===== src/rtl/imem_access_arbiter.sv =====
// rtl/imem_access_arbiter.sv - instruction memory arbiter: fetch reads vs loader byte-beat writes
// Optional round-robin fairness between loader and fetch: define IMEM_ARB_RR_EN.
module imem_access_arbiter #(
    parameter int MEM_BYTES = 128,
    parameter int ADDR_W    = 32
) (
    input  logic              clk,
    input  logic              rst,
    input  logic              f_req,
    input  logic [ADDR_W-1:0] f_addr,
    output logic              f_gnt,
    output logic              f_valid,
    output logic [31:0]       f_instr,
    input  logic              l_valid,
    input  logic [ADDR_W-1:0] l_addr,
    input  logic [31:0]       l_data,
    output logic              l_ready,
    output logic              l_err,
    output logic [ADDR_W-1:0] mem_raddr,
    input  logic [31:0]       mem_rdata,
    output logic              mem_we,
    output logic [ADDR_W-1:0] mem_waddr,
    output logic [7:0]        mem_wdata,
    output logic              busy
);

    typedef enum logic {IDLE, WRITE} state_t;

    state_t            state, state_nx;
    logic [1:0]        beat, beat_nx, beat_inc;
    logic [ADDR_W-1:0] addr_q, addr_nx;
    logic [31:0]       data_q, data_nx;
    logic              f_valid_nx;
    logic [31:0]       f_instr_nx;
    logic              l_err_nx;
    logic              mem_we_nx;
    logic [ADDR_W-1:0] mem_waddr_nx;
    logic [7:0]        mem_wdata_nx;
    logic              rr_cond;
    logic              loader_wins;
    logic              addr_ok;

`ifdef IMEM_ARB_RR_EN
    logic last_loader, last_loader_nx;

    assign rr_cond = f_req && last_loader;

    always_comb begin
        last_loader_nx = last_loader;
        if (l_ready)
            last_loader_nx = 1'b1;
        else if (f_gnt)
            last_loader_nx = 1'b0;
    end

    always_ff @(posedge clk or posedge rst) begin
        if (rst)
            last_loader <= 1'b0;
        else
            last_loader <= last_loader_nx;
    end
`else
    assign rr_cond = 1'b0;
`endif

    assign addr_ok     = (l_addr[1:0] == 2'b00) && (l_addr <= ADDR_W'(MEM_BYTES - 4));
    assign loader_wins = l_valid && !rr_cond;
    assign l_ready     = (state == IDLE) && loader_wins;
    assign f_gnt       = (state == IDLE) && f_req && !loader_wins;
    assign mem_raddr   = f_addr;
    assign busy        = (state == WRITE);
    assign beat_inc    = beat + 2'd1;

    // The byte bus is registered and leads the beat counter by one edge, so
    // mem_we lines up exactly with the four WRITE cycles.
    always_comb begin
        state_nx     = state;
        beat_nx      = beat;
        addr_nx      = addr_q;
        data_nx      = data_q;
        f_valid_nx   = f_gnt;
        f_instr_nx   = f_gnt ? mem_rdata : f_instr;
        l_err_nx     = 1'b0;
        mem_we_nx    = 1'b0;
        mem_waddr_nx = mem_waddr;
        mem_wdata_nx = mem_wdata;
        case (state)
            IDLE: begin
                if (l_ready) begin
                    if (addr_ok) begin
                        state_nx     = WRITE;
                        beat_nx      = 2'd0;
                        addr_nx      = l_addr;
                        data_nx      = l_data;
                        mem_we_nx    = 1'b1;
                        mem_waddr_nx = l_addr;
                        mem_wdata_nx = l_data[7:0];
                    end else begin
                        l_err_nx = 1'b1;
                    end
                end
            end
            WRITE: begin
                if (beat == 2'd3) begin
                    state_nx = IDLE;
                    beat_nx  = 2'd0;
                end else begin
                    beat_nx      = beat_inc;
                    mem_we_nx    = 1'b1;
                    mem_waddr_nx = addr_q + ADDR_W'(beat_inc);
                    mem_wdata_nx = data_q[8*beat_inc +: 8];
                end
            end
            default: state_nx = IDLE;
        endcase
    end

    always_ff @(posedge clk or posedge rst) begin
        if (rst) begin
            state     <= IDLE;
            beat      <= 2'd0;
            addr_q    <= '0;
            data_q    <= '0;
            f_valid   <= 1'b0;
            f_instr   <= '0;
            l_err     <= 1'b0;
            mem_we    <= 1'b0;
            mem_waddr <= '0;
            mem_wdata <= '0;
        end else begin
            state     <= state_nx;
            beat      <= beat_nx;
            addr_q    <= addr_nx;
            data_q    <= data_nx;
            f_valid   <= f_valid_nx;
            f_instr   <= f_instr_nx;
            l_err     <= l_err_nx;
            mem_we    <= mem_we_nx;
            mem_waddr <= mem_waddr_nx;
            mem_wdata <= mem_wdata_nx;
        end
    end

endmodule


===== config.mk =====
export PLATFORM = sky130hd
export DESIGN_NAME = imem_access_arbiter
export DESIGN_NICKNAME = d
export VERILOG_FILES = /design/src/rtl/imem_access_arbiter.sv
export SDC_FILE = /design/constraint.sdc
export NUM_CORES = 1
export LEC_CHECK = 0
export CAP_MARGIN = 20
export CORE_MARGIN = 1.5
export CORE_UTILIZATION = 45
export CTS_CLUSTER_SIZE = 25
export DETAILED_ROUTE_END_ITERATION = 7
export PLACE_DENSITY = 0.81
export SYNTH_ARGS = -nofsm -noshare
export SYNTH_HDL_FRONTEND = slang
export SYNTH_SLANG_ARGS = --single-unit

===== constraint.sdc =====
create_clock -name clk -period 6 [get_ports clk]
set_input_delay 1.8 -clock clk [delete_from_list [all_inputs] [get_ports clk]]
set_output_delay 1.8 -clock clk [all_outputs]
set_load 0.005 [all_outputs]

==> flow_metrics.py, run 1 <==
metrics = {
    "place": {
        "placement.cell_area_um2": 8138,
        "finalWeightedCongestion": 0.7399,
        "hpwlAfterDp_um": 10330,
        "numPlacedInstances": 814,
        "port_buffers": 177,
    },
    "cells_and_area": {
        "post_route_cells_drive_above_1_share_pct": 21.02,
        "area.sequential_um2": 3528,
        "flow.area_growth_from_synthesis_pct": 35.50,
        "design_area_um2": 8740,
        "final-instance-count-excl-fill": 846,
        "antenna_cells": 0,
        "multi_input_area_um2": 2525,
        "numnets_final": 789,
        "fillCellCount": 1032,
    },
    "synth": {
        "postSynthRegisterBits": 141,
        "synth_enable_flop_cells": 0,
        "syn-num-nets": 645,
        "post_synth_instance_area_um2": 6450,
        "synthesis.instances": 509,
        "dominantRegCellSynth": "dfrtp_1",
        "synth.lib_cells_used.distinct": 34,
        "yosysMostFrequentCell": "dfrtp_1",
        "post-synth-top-area-cell": "dfrtp_1",
        "avgSynthCellArea_um2": 12.67,
        "synth_area_leaders": "dfrtp_1, mux2_2, buf_4",
        "yosys-top-cells-count": "dfrtp_1, mux2_2, buf_4, nand2_1, nor2b_1",
        "yosysWarnings": 0,
        "post-synth-top-area-fraction_pct": 54.70,
        "seq_area_frac_synth_pct": 54.70,
        "async_reset_ff_share_pct": 100.0,
    },
    "clocking": {
        "worst_skew_pair.late_latency_ps": 420,
        "cts.sinks": 141,
        "cts_repair_resize_count": 0,
        "clock-root-buffer": "clkbuf_16",
        "clockBufferDepth": 2,
        "holdBufCountCts": 0,
        "htree_num_levels": 4,
        "worst_setup_hold_path_clk_slew_ps": 60,
        "cts_tree": "built",
        "total_setup_buffers_inserted_after_cts": 0,
        "numCtsBuffers": 17,
    },
    "sta": {
        "timing.final.crit_share_pct": 83.33,
        "worstMarginPinSlew_ps": 1084,
        "final-max-slew-violation-count": 0,
        "max_freq_ghz": 0.2000,
        "clock_skew_ps": 6.930,
        "totalNegativeSetupSlack_ps": 0,
        "max-slew-margin-rel_pct": 27.17,
        "period_minus_slack_ps": 5000,
        "rsz0062_at_grt": "false",
        "timing.final.hold_violations": 0,
        "report.final.setup_viol": 0,
    },
    "grt": {
        "grt_first_pass_wirelength_um": 23510,
        "globalRouteTotalUtil_pct": 20.61,
        "grt_max_degree": 96,
        "first_global_vias": 4612,
        "grt_antenna_before_repair": 0,
        "grt-ovfl-total": 0,
    },
    "floorplan": {
        "io_pins": 242,
        "die_boundary_height_um": 122.7,
        "floorplan.initialDensity_pct": 46.29,
        "die_width_um": 122.7,
        "die_outline_area_um2": 15060,
        "num_rows": 43,
        "area_of_the_placeable_core_um2": 13930,
    },
    "power_and_ir_drop": {
        "power.static_leakage_nw": 3.799,
        "max-vdd-ir-drop_v": 0.0001800,
        "power-per-cell-area_nw_per_um2": 263.5,
    },
    "status": {
        "result_of_the_run": "completed",
    },
    "worst_hold_path": {
        "min-delay-path-class": "flip-flop to flip-flop",
    },
    "critical_path": {
        "worst-path-max-fanout": 3,
        "cp_capture_type": "output pin",
        "r2r_setup_slack_ps": 2390,
        "cp_data_required_time_ps": 4200,
        "critical_path_source_type": "primary input",
        "setup.worst_path.class": "primary input to output pin",
        "worst-endpoint-arrival_ps": 3200,
    },
    "routing": {
        "antenna_left": 0,
        "via_per_inst": 5.229,
        "detail_route.drc_violations": 0,
        "number_of_vias_after_detailed_routing": 4424,
        "avgRoutedWirePerCell_um": 17.32,
        "drt_first_pass_iters": 4,
        "drtIter0Drc": 245,
        "postRouteWirelength_um": 14650,
    },
    "run": {
        "drv_cap": 0,
    },
}
-- kinds of logic (layout without fill, tap and decap cells) --
kind of cell,count (synthesis),after routing,synth area share [%]
fa+ha+maj,4,4,0.8924
xor+xnor,30,30,4.074
compound gates,34,34,3.084
buf+inv,67,224,6.227
flops,141,141,54.70
mux,107,107,20.08
simple gates,126,126,10.94
-- power breakdown --
part           switching (mW)  internal, mW
Sequential             0.0212         0.991
Clock                   0.387         0.673
Combinational          0.0716         0.159
Total                   0.480          1.82
-- routing by layer --
layer | vias to the layer above | GRT usage [%] | share of wire [%]
met5 | - | 0 | 0
met4 | 0 | 8.503 | 2.4
met3 | 38 | 8.550 | 9.3
met2 | 179 | 34.20 | 49
met1 | 2166 | 23.46 | 39
li1 | 2041 | - | -
-- state kept, by name, summed over array words and instances, names as in the netlist --
register	flops
mem_wdata	8
data_q	32
beat	2
f_valid	1
busy	1
addr_q	32
mem_waddr	32
l_err	1
f_instr	32
-- cell usage in the layout, fill, tap and decap left out, types with 12 or more instances in the layout --
master and count:
dfrtp_1 141, nor2_1 16, mux2_2 88, nand3_1 14, nor2b_1 25, xor2_1 18, nand2_1 25, o22ai_1 21
clkbuf_16 17, xnor2_1 12, clkdlybuf4s50_1 177
-- final cells by class --
class	instances	area share [%]
Sequential cell	141	40.37
Timing Repair Buffer	184	20.87
Clock inverter	11	1.618
Tap cell	180	2.577
Clock buffer	21	5.268
Inverter	8	0.4009
Multi-Input combinational cell	301	28.89
-- stage by stage --
stage / hold slack [ps] / setup WS [ps] / util (%) / total power [mW]
floorplan: 468.3 / 418.8 / - / 1.109
finish: 490.4 / 1000 / 62.72 / 2.303
CTS: 497.6 / 992.7 / 62.72 / 2.328
detailed placement: 479.1 / 1033 / 58.40 / 1.260
global route: 516.1 / 984.9 / 62.72 / 2.389
global placement: 470.4 / 1037 / 58.40 / 1.253
-- final timing paths --
kind,end,depth (start not counted),start
max reg2reg,mem_waddr[16],7,beat[0]
max,f_gnt,3,l_valid
min reg2reg,mem_waddr[5],1,mem_waddr[5]
min in group asynchronous,f_instr[17],2,rst
max in group asynchronous,addr_q[18],3,rst
min,mem_waddr[5],1,mem_waddr[5]
-- critical path: stages --
cell and delay (ps):
clkdlybuf4s50_1 490, nor3b_2 320, clkdlybuf4s50_1 590
Note: power is estimated with default switching activity, not from simulation.
==> run 2: changes to the inputs <==
--- a/config.mk
+++ b/config.mk
@@ -7,10 +7,10 @@
 export LEC_CHECK = 0
 export CAP_MARGIN = 20
 export CORE_MARGIN = 1.5
-export CORE_UTILIZATION = 45
+export CORE_UTILIZATION = 40
 export CTS_CLUSTER_SIZE = 25
 export DETAILED_ROUTE_END_ITERATION = 7
-export PLACE_DENSITY = 0.81
+export PLACE_DENSITY = 0.76
 export SYNTH_ARGS = -nofsm -noshare
 export SYNTH_HDL_FRONTEND = slang
 export SYNTH_SLANG_ARGS = --single-unit
==> constraint.sdc (replaced) <==
create_clock -name clk -period 4.4 [get_ports clk]
set_input_delay 1.32 -clock clk [delete_from_list [all_inputs] [get_ports clk]]
set_output_delay 1.32 -clock clk [all_outputs]
set_load 0.005 [all_outputs]
==> flow_metrics.py, run 2 (synthesized netlist as in run 1, its figures left out) <==
metrics = {
    "clocking": {
        "clock-root-buffer": "clkbuf_16",
        "worst_skew_pair.late_latency_ps": 420,
        "worst_setup_hold_path_clk_slew_ps": 60,
        "htree_num_levels": 4,
        "total_setup_buffers_inserted_after_cts": 0,
        "cts_tree": "built",
        "numCtsBuffers": 17,
        "holdBufCountCts": 0,
        "cts.sinks": 141,
        "clockBufferDepth": 2,
        "cts_repair_resize_count": 0,
    },
    "floorplan": {
        "die_boundary_height_um": 130.0,
        "die_outline_area_um2": 16900,
        "die_width_um": 130.0,
        "io_pins": 242,
        "num_rows": 46,
        "area_of_the_placeable_core_um2": 15830,
        "floorplan.initialDensity_pct": 40.75,
    },
    "critical_path": {
        "cp_data_required_time_ps": 3080,
        "critical_path_source_type": "primary input",
        "cp_capture_type": "output pin",
        "worst-endpoint-arrival_ps": 2660,
        "slowest_delay_ps": 570,
        "critical_path.slowest_cell": "clkdlybuf4s50_1",
        "worst_path_most_repeated_cell": "clkdlybuf4s50_1",
        "worst-path-max-fanout": 3,
        "setup.worst_path.class": "primary input to output pin",
        "rr_worst_depth": 7,
        "r2r_setup_slack_ps": 1450,
        "critical_path.cell_chain": "clkdlybuf4s50_1, nor3b_2, clkdlybuf4s50_1",
    },
    "routing": {
        "number_of_vias_after_detailed_routing": 4429,
        "avgRoutedWirePerCell_um": 16.73,
        "via_per_inst": 4.999,
        "postRouteWirelength_um": 14830,
        "drtIter0Drc": 193,
        "drt_first_pass_iters": 4,
        "detail_route.drc_violations": 0,
        "antenna_left": 0,
    },
    "sta": {
        "timing.final.crit_share_pct": 90.47,
        "totalNegativeSetupSlack_ps": 0,
        "post_route_hold_slack_ps": 488.4,
        "period_minus_slack_ps": 3981,
        "report.final.setup_viol": 0,
        "rsz0062_at_grt": "false",
        "max-slew-margin-rel_pct": 42.40,
        "worstMarginPinSlew_ps": 862.2,
        "timing.final.hold_violations": 0,
        "max_freq_ghz": 0.2512,
        "clock_skew_ps": 8.525,
        "final-max-slew-violation-count": 0,
    },
    "grt": {
        "grt-ovfl-total": 0,
        "globalRouteTotalUtil_pct": 18.82,
        "grt_antenna_before_repair": 0,
        "grt_max_degree": 57,
        "first_global_vias": 4768,
        "grt_first_pass_wirelength_um": 24290,
    },
    "place": {
        "placement.cell_area_um2": 8237,
        "port_buffers": 177,
        "hpwlAfterDp_um": 10670,
        "finalWeightedCongestion": 0.7605,
    },
    "cells_and_area": {
        "mostFrequentLayoutCell": "clkdlybuf4s50_1",
        "post_route_cells_drive_above_1_share_pct": 21.49,
        "flow.area_growth_from_synthesis_pct": 36.62,
        "numnets_final": 793,
        "fin_util_pct": 55.68,
        "commonest_cells_after_routing_fill_and_taps_aside": "clkdlybuf4s50_1, dfrtp_1, mux2_2",
        "antenna_cells": 0,
        "fillCellCount": 1324,
        "design_area_um2": 8812,
    },
    "worst_hold_path": {
        "min_delay_path_depth": 1,
        "min-delay-path-class": "flip-flop to flip-flop",
    },
    "status": {
        "result_of_the_run": "completed",
    },
    "power_and_ir_drop": {
        "power-per-cell-area_nw_per_um2": 351.3,
        "max-vdd-ir-drop_v": 0.0002357,
        "power.static_leakage_nw": 3.814,
    },
    "run": {
        "drv_cap": 0,
    },
}
run 2: cell type report:
| type | instances | area, µm² | area share [%] |
|---|---|---|---|
| Clock buffer | 19 | 432.9 | 4.913 |
| Clock inverter | 13 | 142.6 | 1.619 |
| Inverter | 8 | 33.78 | 0.3834 |
| Multi-Input combinational cell | 301 | 2525 | 28.65 |
| Sequential cell | 141 | 3528 | 40.04 |
| Tap cell | 216 | 270.3 | 3.067 |
| Timing Repair Buffer | 188 | 1879 | 21.33 |
run 2: power by group:
part	internal, mW	leakage (nW)	switching, mW	total [mW]
registers	1.35	1.73	0.0295	1.38
logic	0.219	1.80	0.0991	0.318
clock network	0.837	0.278	0.560	1.40
total	2.41	3.81	0.689	3.10
run 2: metal layers:
layer	vias to the layer above	global-route usage (%)	wire, µm	share of wire (%)
met5	-	0	0	0
met1	2193	21.38	5976	40
li1	2046	-	-	-
met3	28	7.790	1228	8.3
met2	162	31.71	7370	50
met4	0	7.190	250	1.7
run 2: per-stage QoR:
| step | power [mW] | setup WS, ps | std cells |
|---|---|---|---|
| after global routing | 3.227 | 373.7 | 886 |
| after global placement | 1.717 | 368.1 | 854 |
| after floorplan | 1.512 | 1018 | 509 |
| after CTS | 3.140 | 359.0 | 886 |
| final | 3.096 | 419.3 | 886 |
| after detailed placement | 1.724 | 367.6 | 854 |
run 2: path summary, 6_finish.rpt:
check                             start             to
setup / recovery                l_valid          f_gnt
hold / removal             mem_waddr[1]   mem_waddr[1]
setup reg to reg                beat[0]  mem_waddr[11]
hold reg to reg            mem_waddr[1]   mem_waddr[1]
max in group asynchronous           rst     addr_q[15]
min in group asynchronous           rst    f_instr[10]
run 2: worst max-delay path, delay by kind of cell:
kind	cells	cell delay [ps]
and+or+nand+nor	1	310
buffers and inverters	2	1030
